`src/rtl/lsu_arbiter.sv`:
```
// lsu_arbiter
//   Shares the single load/store unit between the two issue lanes of the
//   dual-issue core. Memory ops presented by the execute stage are captured
//   into a two-entry queue and issued to the LSU in program order (lane1 is
//   the older lane). The front end is stalled until every captured op has
//   retired. Load data is returned with its destination register for
//   writeback. Control can flush the block on a taken jump.
//
// Ports
//   clk, rst            clock; synchronous active-high reset
//   flush               kill captured/pending ops
//   req{1,2}_*          per-lane op from execute: valid, store, size, addr,
//                       wdata, rd
//   lsu_req_valid/ready request handshake to the LSU
//   lsu_store/size/addr/wdata  request payload (zero when no request)
//   lsu_done, lsu_rdata completion pulse from the LSU, load data with it
//   stall               hold decode/execute
//   res_valid/lane/rd/data  one-cycle load result for writeback
//   misalign/misalign_lane  one-cycle pulse when an op is dropped
module lsu_arbiter #(
  parameter int ADDR_W = 32,
  parameter int DATA_W = 32
) (
  input  logic              clk,
  input  logic              rst,
  input  logic              flush,
  input  logic              req1_valid,
  input  logic              req1_store,
  input  logic [1:0]        req1_size,
  input  logic [ADDR_W-1:0] req1_addr,
  input  logic [DATA_W-1:0] req1_wdata,
  input  logic [4:0]        req1_rd,
  input  logic              req2_valid,
  input  logic              req2_store,
  input  logic [1:0]        req2_size,
  input  logic [ADDR_W-1:0] req2_addr,
  input  logic [DATA_W-1:0] req2_wdata,
  input  logic [4:0]        req2_rd,
  output logic              lsu_req_valid,
  input  logic              lsu_req_ready,
  output logic              lsu_store,
  output logic [1:0]        lsu_size,
  output logic [ADDR_W-1:0] lsu_addr,
  output logic [DATA_W-1:0] lsu_wdata,
  input  logic              lsu_done,
  input  logic [DATA_W-1:0] lsu_rdata,
  output logic              stall,
  output logic              res_valid,
  output logic              res_lane,
  output logic [4:0]        res_rd,
  output logic [DATA_W-1:0] res_data,
  output logic              misalign,
  output logic              misalign_lane
);

  typedef struct packed {
    logic              store;
    logic [1:0]        size;
    logic [ADDR_W-1:0] addr;
    logic [DATA_W-1:0] wdata;
    logic [4:0]        rd;
    logic              lane;
  } entry_t;

  typedef enum logic [2:0] {IDLE, ISSUE, WAIT, DRAIN, DONE} state_t;

  state_t     state;
  logic [1:0] cnt;
  entry_t     q0;   // head
  entry_t     q1;
  entry_t     lane1_e;
  entry_t     lane2_e;
  logic       head_mis;
  logic       capture;
  logic       accept;
  logic       pop;

  // Byte ops are always aligned; size 3 is handled as a word.
  function automatic logic is_misaligned(input logic [1:0] size,
                                         input logic [1:0] addr_lo);
    case (size)
      2'd0:    return 1'b0;
      2'd1:    return addr_lo[0];
      default: return addr_lo != 2'b00;
    endcase
  endfunction

  assign lane1_e  = {req1_store, req1_size, req1_addr, req1_wdata, req1_rd, 1'b0};
  assign lane2_e  = {req2_store, req2_size, req2_addr, req2_wdata, req2_rd, 1'b1};
  assign head_mis = is_misaligned(q0.size, q0.addr[1:0]);
  assign capture  = (state == IDLE) && (req1_valid || req2_valid) && !flush;

  // Request is a pure function of registered state, so the payload is
  // stable for as long as the LSU holds ready low. Suppressed during rst so
  // the LSU never takes an op that reset is about to forget.
  assign lsu_req_valid = !rst && (state == ISSUE) && !head_mis;
  assign accept        = lsu_req_valid && lsu_req_ready;
  assign lsu_store     = lsu_req_valid & q0.store;
  assign lsu_size      = {2{lsu_req_valid}} & q0.size;
  assign lsu_addr      = {ADDR_W{lsu_req_valid}} & q0.addr;
  assign lsu_wdata     = {DATA_W{lsu_req_valid}} & q0.wdata;

  // Flush releases the front end in the same cycle so the redirected fetch
  // is not held back.
  assign stall = !rst && !flush &&
                 (capture || (state == ISSUE) || (state == WAIT) || (state == DRAIN));

  // Head retires either by being dropped as misaligned or by LSU completion.
  assign pop = !flush && (((state == ISSUE) && head_mis) ||
                          ((state == WAIT) && lsu_done));

  // Queue storage: data only, occupancy lives in cnt.
  always_ff @(posedge clk) begin
    if (capture) begin
      q0 <= req1_valid ? lane1_e : lane2_e;
      q1 <= lane2_e;
    end else if (pop) begin
      q0 <= q1;
    end
  end

  always_ff @(posedge clk) begin
    if (rst) begin
      state         <= IDLE;
      cnt           <= '0;
      res_valid     <= 1'b0;
      res_lane      <= 1'b0;
      res_rd        <= '0;
      res_data      <= '0;
      misalign      <= 1'b0;
      misalign_lane <= 1'b0;
    end else begin
      res_valid <= 1'b0;
      misalign  <= 1'b0;
      case (state)
        IDLE: begin
          if (capture) begin
            cnt   <= (req1_valid && req2_valid) ? 2'd2 : 2'd1;
            state <= ISSUE;
          end
        end
        ISSUE: begin
          if (flush) begin
            cnt   <= '0;
            // An op accepted this cycle will still complete; wait it out.
            state <= accept ? DRAIN : IDLE;
          end else if (head_mis) begin
            misalign      <= 1'b1;
            misalign_lane <= q0.lane;
            cnt           <= cnt - 2'd1;
            state         <= (cnt == 2'd2) ? ISSUE : DONE;
          end else if (accept) begin
            state <= WAIT;
          end
        end
        WAIT: begin
          if (flush) begin
            cnt   <= '0;
            // Completion arriving with the flush needs no draining.
            state <= lsu_done ? IDLE : DRAIN;
          end else if (lsu_done) begin
            if (!q0.store) begin
              res_valid <= 1'b1;
              res_lane  <= q0.lane;
              res_rd    <= q0.rd;
              res_data  <= lsu_rdata;
            end
            cnt   <= cnt - 2'd1;
            state <= (cnt == 2'd2) ? ISSUE : DONE;
          end
        end
        DRAIN: begin
          if (lsu_done) begin
            state <= IDLE;
          end
        end
        DONE: begin
          state <= IDLE;
        end
        default: begin
          state <= IDLE;
        end
      endcase
    end
  end

endmodule

```
`config.mk`:
```
export PLATFORM = sky130hd
export DESIGN_NAME = lsu_arbiter
export DESIGN_NICKNAME = d
export VERILOG_FILES = /design/src/rtl/lsu_arbiter.sv
export SDC_FILE = /design/constraint.sdc
export NUM_CORES = 1
export LEC_CHECK = 0
export CORE_MARGIN = 2
export CORE_UTILIZATION = 50
export CTS_BUF_LIST = sky130_fd_sc_hd__clkbuf_8
export DETAILED_ROUTE_END_ITERATION = 16
export PLACE_DENSITY = 0.9
export SLEW_MARGIN = 20
export SYNTH_ARGS = -nofsm -noshare
export SYNTH_HDL_FRONTEND = slang
export SYNTH_SLANG_ARGS = --single-unit
```
`constraint.sdc`:
```
create_clock -name clk -period 10.7 [get_ports clk]
set_input_delay 1.605 -clock clk [delete_from_list [all_inputs] [get_ports clk]]
set_output_delay 1.605 -clock clk [all_outputs]
set_load 0.005 [all_outputs]
```
==> impl_metrics.py <==
metrics = {
    "outcome": {
        "status": "completed",
    },
    "clock_tree": {
        "clockRootBuffer": "clkbuf_8",
        "cts_max_path_buffers": 2,
        "cts_tree": "built",
        "cts.sinks": 191,
        "clkSlewWorstSetupHoldPaths_ns": 0.09,
        "cts_resized": 0,
        "cts_setup_buffers": 0,
        "numCtsBuffers": 17,
        "ctsHtreeMaxLevel": 4,
        "clkLatencyLatePin_ns": 0.45,
        "cts_hold_buf": 0,
    },
    "sta": {
        "worst_slew_pin_slew_ns": 0.9574,
        "rsz0062_at_grt": "no",
        "max_clock_freq_mhz": 172.2,
        "clock_skew_ns": 0.01429,
        "period_needed_ns": 5.808,
        "whs_ns": 0.4586,
        "maxSlewHeadroom": 0.3603,
        "slew_violations": 0,
        "finalSetupTns_ns": 0,
        "period_share": 0.5428,
        "setup_violations": 0,
        "finalHoldViolations": 0,
    },
    "grt": {
        "antenna_found_initial": 0,
        "grt_max_degree": 92,
        "overflow": 0,
        "grt_use_total": 0.2470,
        "grt_pass1_wl_mm": 33.63,
        "grt_pass1_vias": 6386,
    },
    "floorplanning": {
        "num_rows": 46,
        "dieArea_um2": 17540,
        "start_util": 0.5154,
        "die_w_um": 132.4,
        "core_area_um2": 16000,
        "die_h_um": 132.4,
        "ioPinCount": 293,
    },
    "cells_and_area": {
        "finalNetCount": 1166,
        "syn_to_final_growth_pct": 41.41,
        "utilization": 0.7288,
        "drive_gt1_frac": 0.04623,
        "layout_common_cells": "clkdlybuf4s50_1, nand2_1, edfxtp_1, o21ai_0, mux2i_1",
        "fillers": 1084,
        "design_area_um2": 11660,
        "n_antenna_cell": 0,
        "layout_commonest_cell": "clkdlybuf4s50_1",
    },
    "setup_path": {
        "path_class": "in -> out",
        "r2r_slack_ns": 7.68,
        "start_kind": "input port",
        "worst-endpoint-required_ns": 9.10,
        "cp_max_fo": 51,
        "timing.rr.start": "q0[71]$_DFFE_PP_",
        "critPathArrivalTime_ns": 4.20,
        "end_kind": "primary output",
        "r2r_cells": 5,
        "reg2reg_to": "q0[61]$_DFFE_PP_",
    },
    "route": {
        "vias": 6404,
        "wire_per_inst_um": 18.18,
        "wl_mm": 22.02,
        "first_pass_iters": 5,
        "drc": 0,
        "drtAntennaViolNets": 0,
        "viasPerCell": 5.288,
        "drtIter0Drc": 367,
    },
    "yosys": {
        "yosysWarnings": 0,
        "synthSimpleGateAreaFrac": 0.1482,
        "synth_nets": 894,
        "yosys.area_share.xor_xnor": 0,
        "synth_top_area_share": 0.5280,
        "synth_area_um2": 8247,
        "syn_inst": 710,
        "synth-edff-count": 145,
        "synth-compound-area-share": 0.08997,
        "synth_fa_ha_area_frac": 0.001517,
        "synth_flop_cell": "edfxtp_1",
        "yosys_register_bits": 191,
        "synth.area.mux_share": 0.09118,
        "yosys.area.top_type": "edfxtp_1",
        "ys_seq_area_frac": 0.6397,
        "yosys-top-cells-area": "edfxtp_1, dfxtp_1, mux2i_1",
        "yosys.cell_types.count": 41,
        "avgSynthCellArea_um2": 11.62,
        "async_flop_share": 0,
        "synth_top_family_by_area": "simple AND/OR/NAND/NOR gates",
    },
    "placement": {
        "place_area_um2": 11290,
        "place.gp.congestion": 0.8453,
        "port_buffers": 292,
        "hpwl_mm": 15.56,
    },
    "power": {
        "pwr-share-comb": 0.224,
        "intPower_uw": 1372,
        "seqPwrFrac": 0.535,
        "p_leak_uw": 0.004263,
        "p_clk_frac": 0.241,
        "power.total_uw": 1902,
        "p_sw_uw": 529.9,
        "p_sw_frac": 0.2786,
        "powerDensity_nw_per_um2": 163.1,
        "peakVddDrop_uv": 107.3,
    },
    "worst_hold_path": {
        "hold_path_end": "res_rd[0]$_SDFFE_PP0P_",
        "holdCritPathClass": "reg -> reg",
        "worstHoldPathCells": 2,
        "min_from": "res_rd[0]$_SDFFE_PP0P_",
    },
    "job": {
        "max_cap_violations": 0,
    },
}
[layer usage]
layer	wire, µm	track usage	share of wire	vias up
li1	-	-	-	3059
met1	8295	0.2875	0.38	2998
met2	11010	0.4292	0.50	307
met3	2171	0.08161	0.099	40
met4	542	0.08483	0.025	0
met5	0	0	0	-
[critical path: stages]
cell,delay [ns]
buf_2,0.39
nor4_4,0.94
buf_4,0.50
and2_1,0.21
clkdlybuf4s50_1,0.52
[layout make-up]
type,instances,area (µm²),area share
multi-input cells,468,2749,0.2357
clock inverters,14,127.6,0.01094
repair buffers,300,2975,0.2551
well taps,216,270.3,0.02318
inverters,4,16.27,0.001395
clock buffers,18,247.7,0.02124
flip-flops and latches,191,5275,0.4524
[cells by family after synthesis]
kind of cell    count (synthesis)
flops                         191
compound gates                137
fa+ha+maj                       1
mux                            75
simple gates                  255
buf+inv                        51
[power by group through the flow]
stage          combinational (µW)  clock [µW]  sequential, µW
5_1_grt                       469         493            1030
6_report                      426         459            1020
2_1_floorplan                 240           0            1010
3_5_place_dp                  428           0            1030
4_1_cts                       430         467            1020
3_3_place_gp                  410           0            1030
[Yosys cell counts (all sizes together), types with 2 or more instances]
cell and n:
and2 68, a211oi 4, buf 25, mux2i 74
a21oi 42, and3 3, dfxtp 46, o21ai 77
nand3 2, nor2 8, edfxtp 145, inv 4
a2111oi 2, a31oi 2, o21bai 2, nor3 4
nand2b 8, nand2 153, o21a 2, clkbuf 22
[registers in the layout, indices dropped and copies added, names as in the netlist]
register	cells
res_valid	1
res_data	32
res_lane	1
misalign_lane	1
q0	73
res_rd	5
q1	72
state	3
misalign	1
cnt	2
[how the worst max path moves through the flow]
stage,from,endpoint,cells past startpoint
finish,rst,lsu_addr[13],5
floorplan,req1_valid,q0[0]$_SDFFCE_PP1P_,5
global placement,rst,lsu_addr[11],5
detailed placement,rst,lsu_addr[13],5
CTS,rst,lsu_addr[13],5
global route,rst,lsu_addr[13],5
[metrics by stage]
| stage | worst slack [ns] | cells |
|---|---|---|
| 2_1_floorplan | 4.411 | 710 |
| 4_1_cts | 4.800 | 1211 |
| 3_3_place_gp | 4.973 | 1179 |
| 6_report | 4.892 | 1211 |
| 5_1_grt | 4.684 | 1211 |
| 3_5_place_dp | 4.798 | 1179 |
Power figures use the tool's default switching activity.
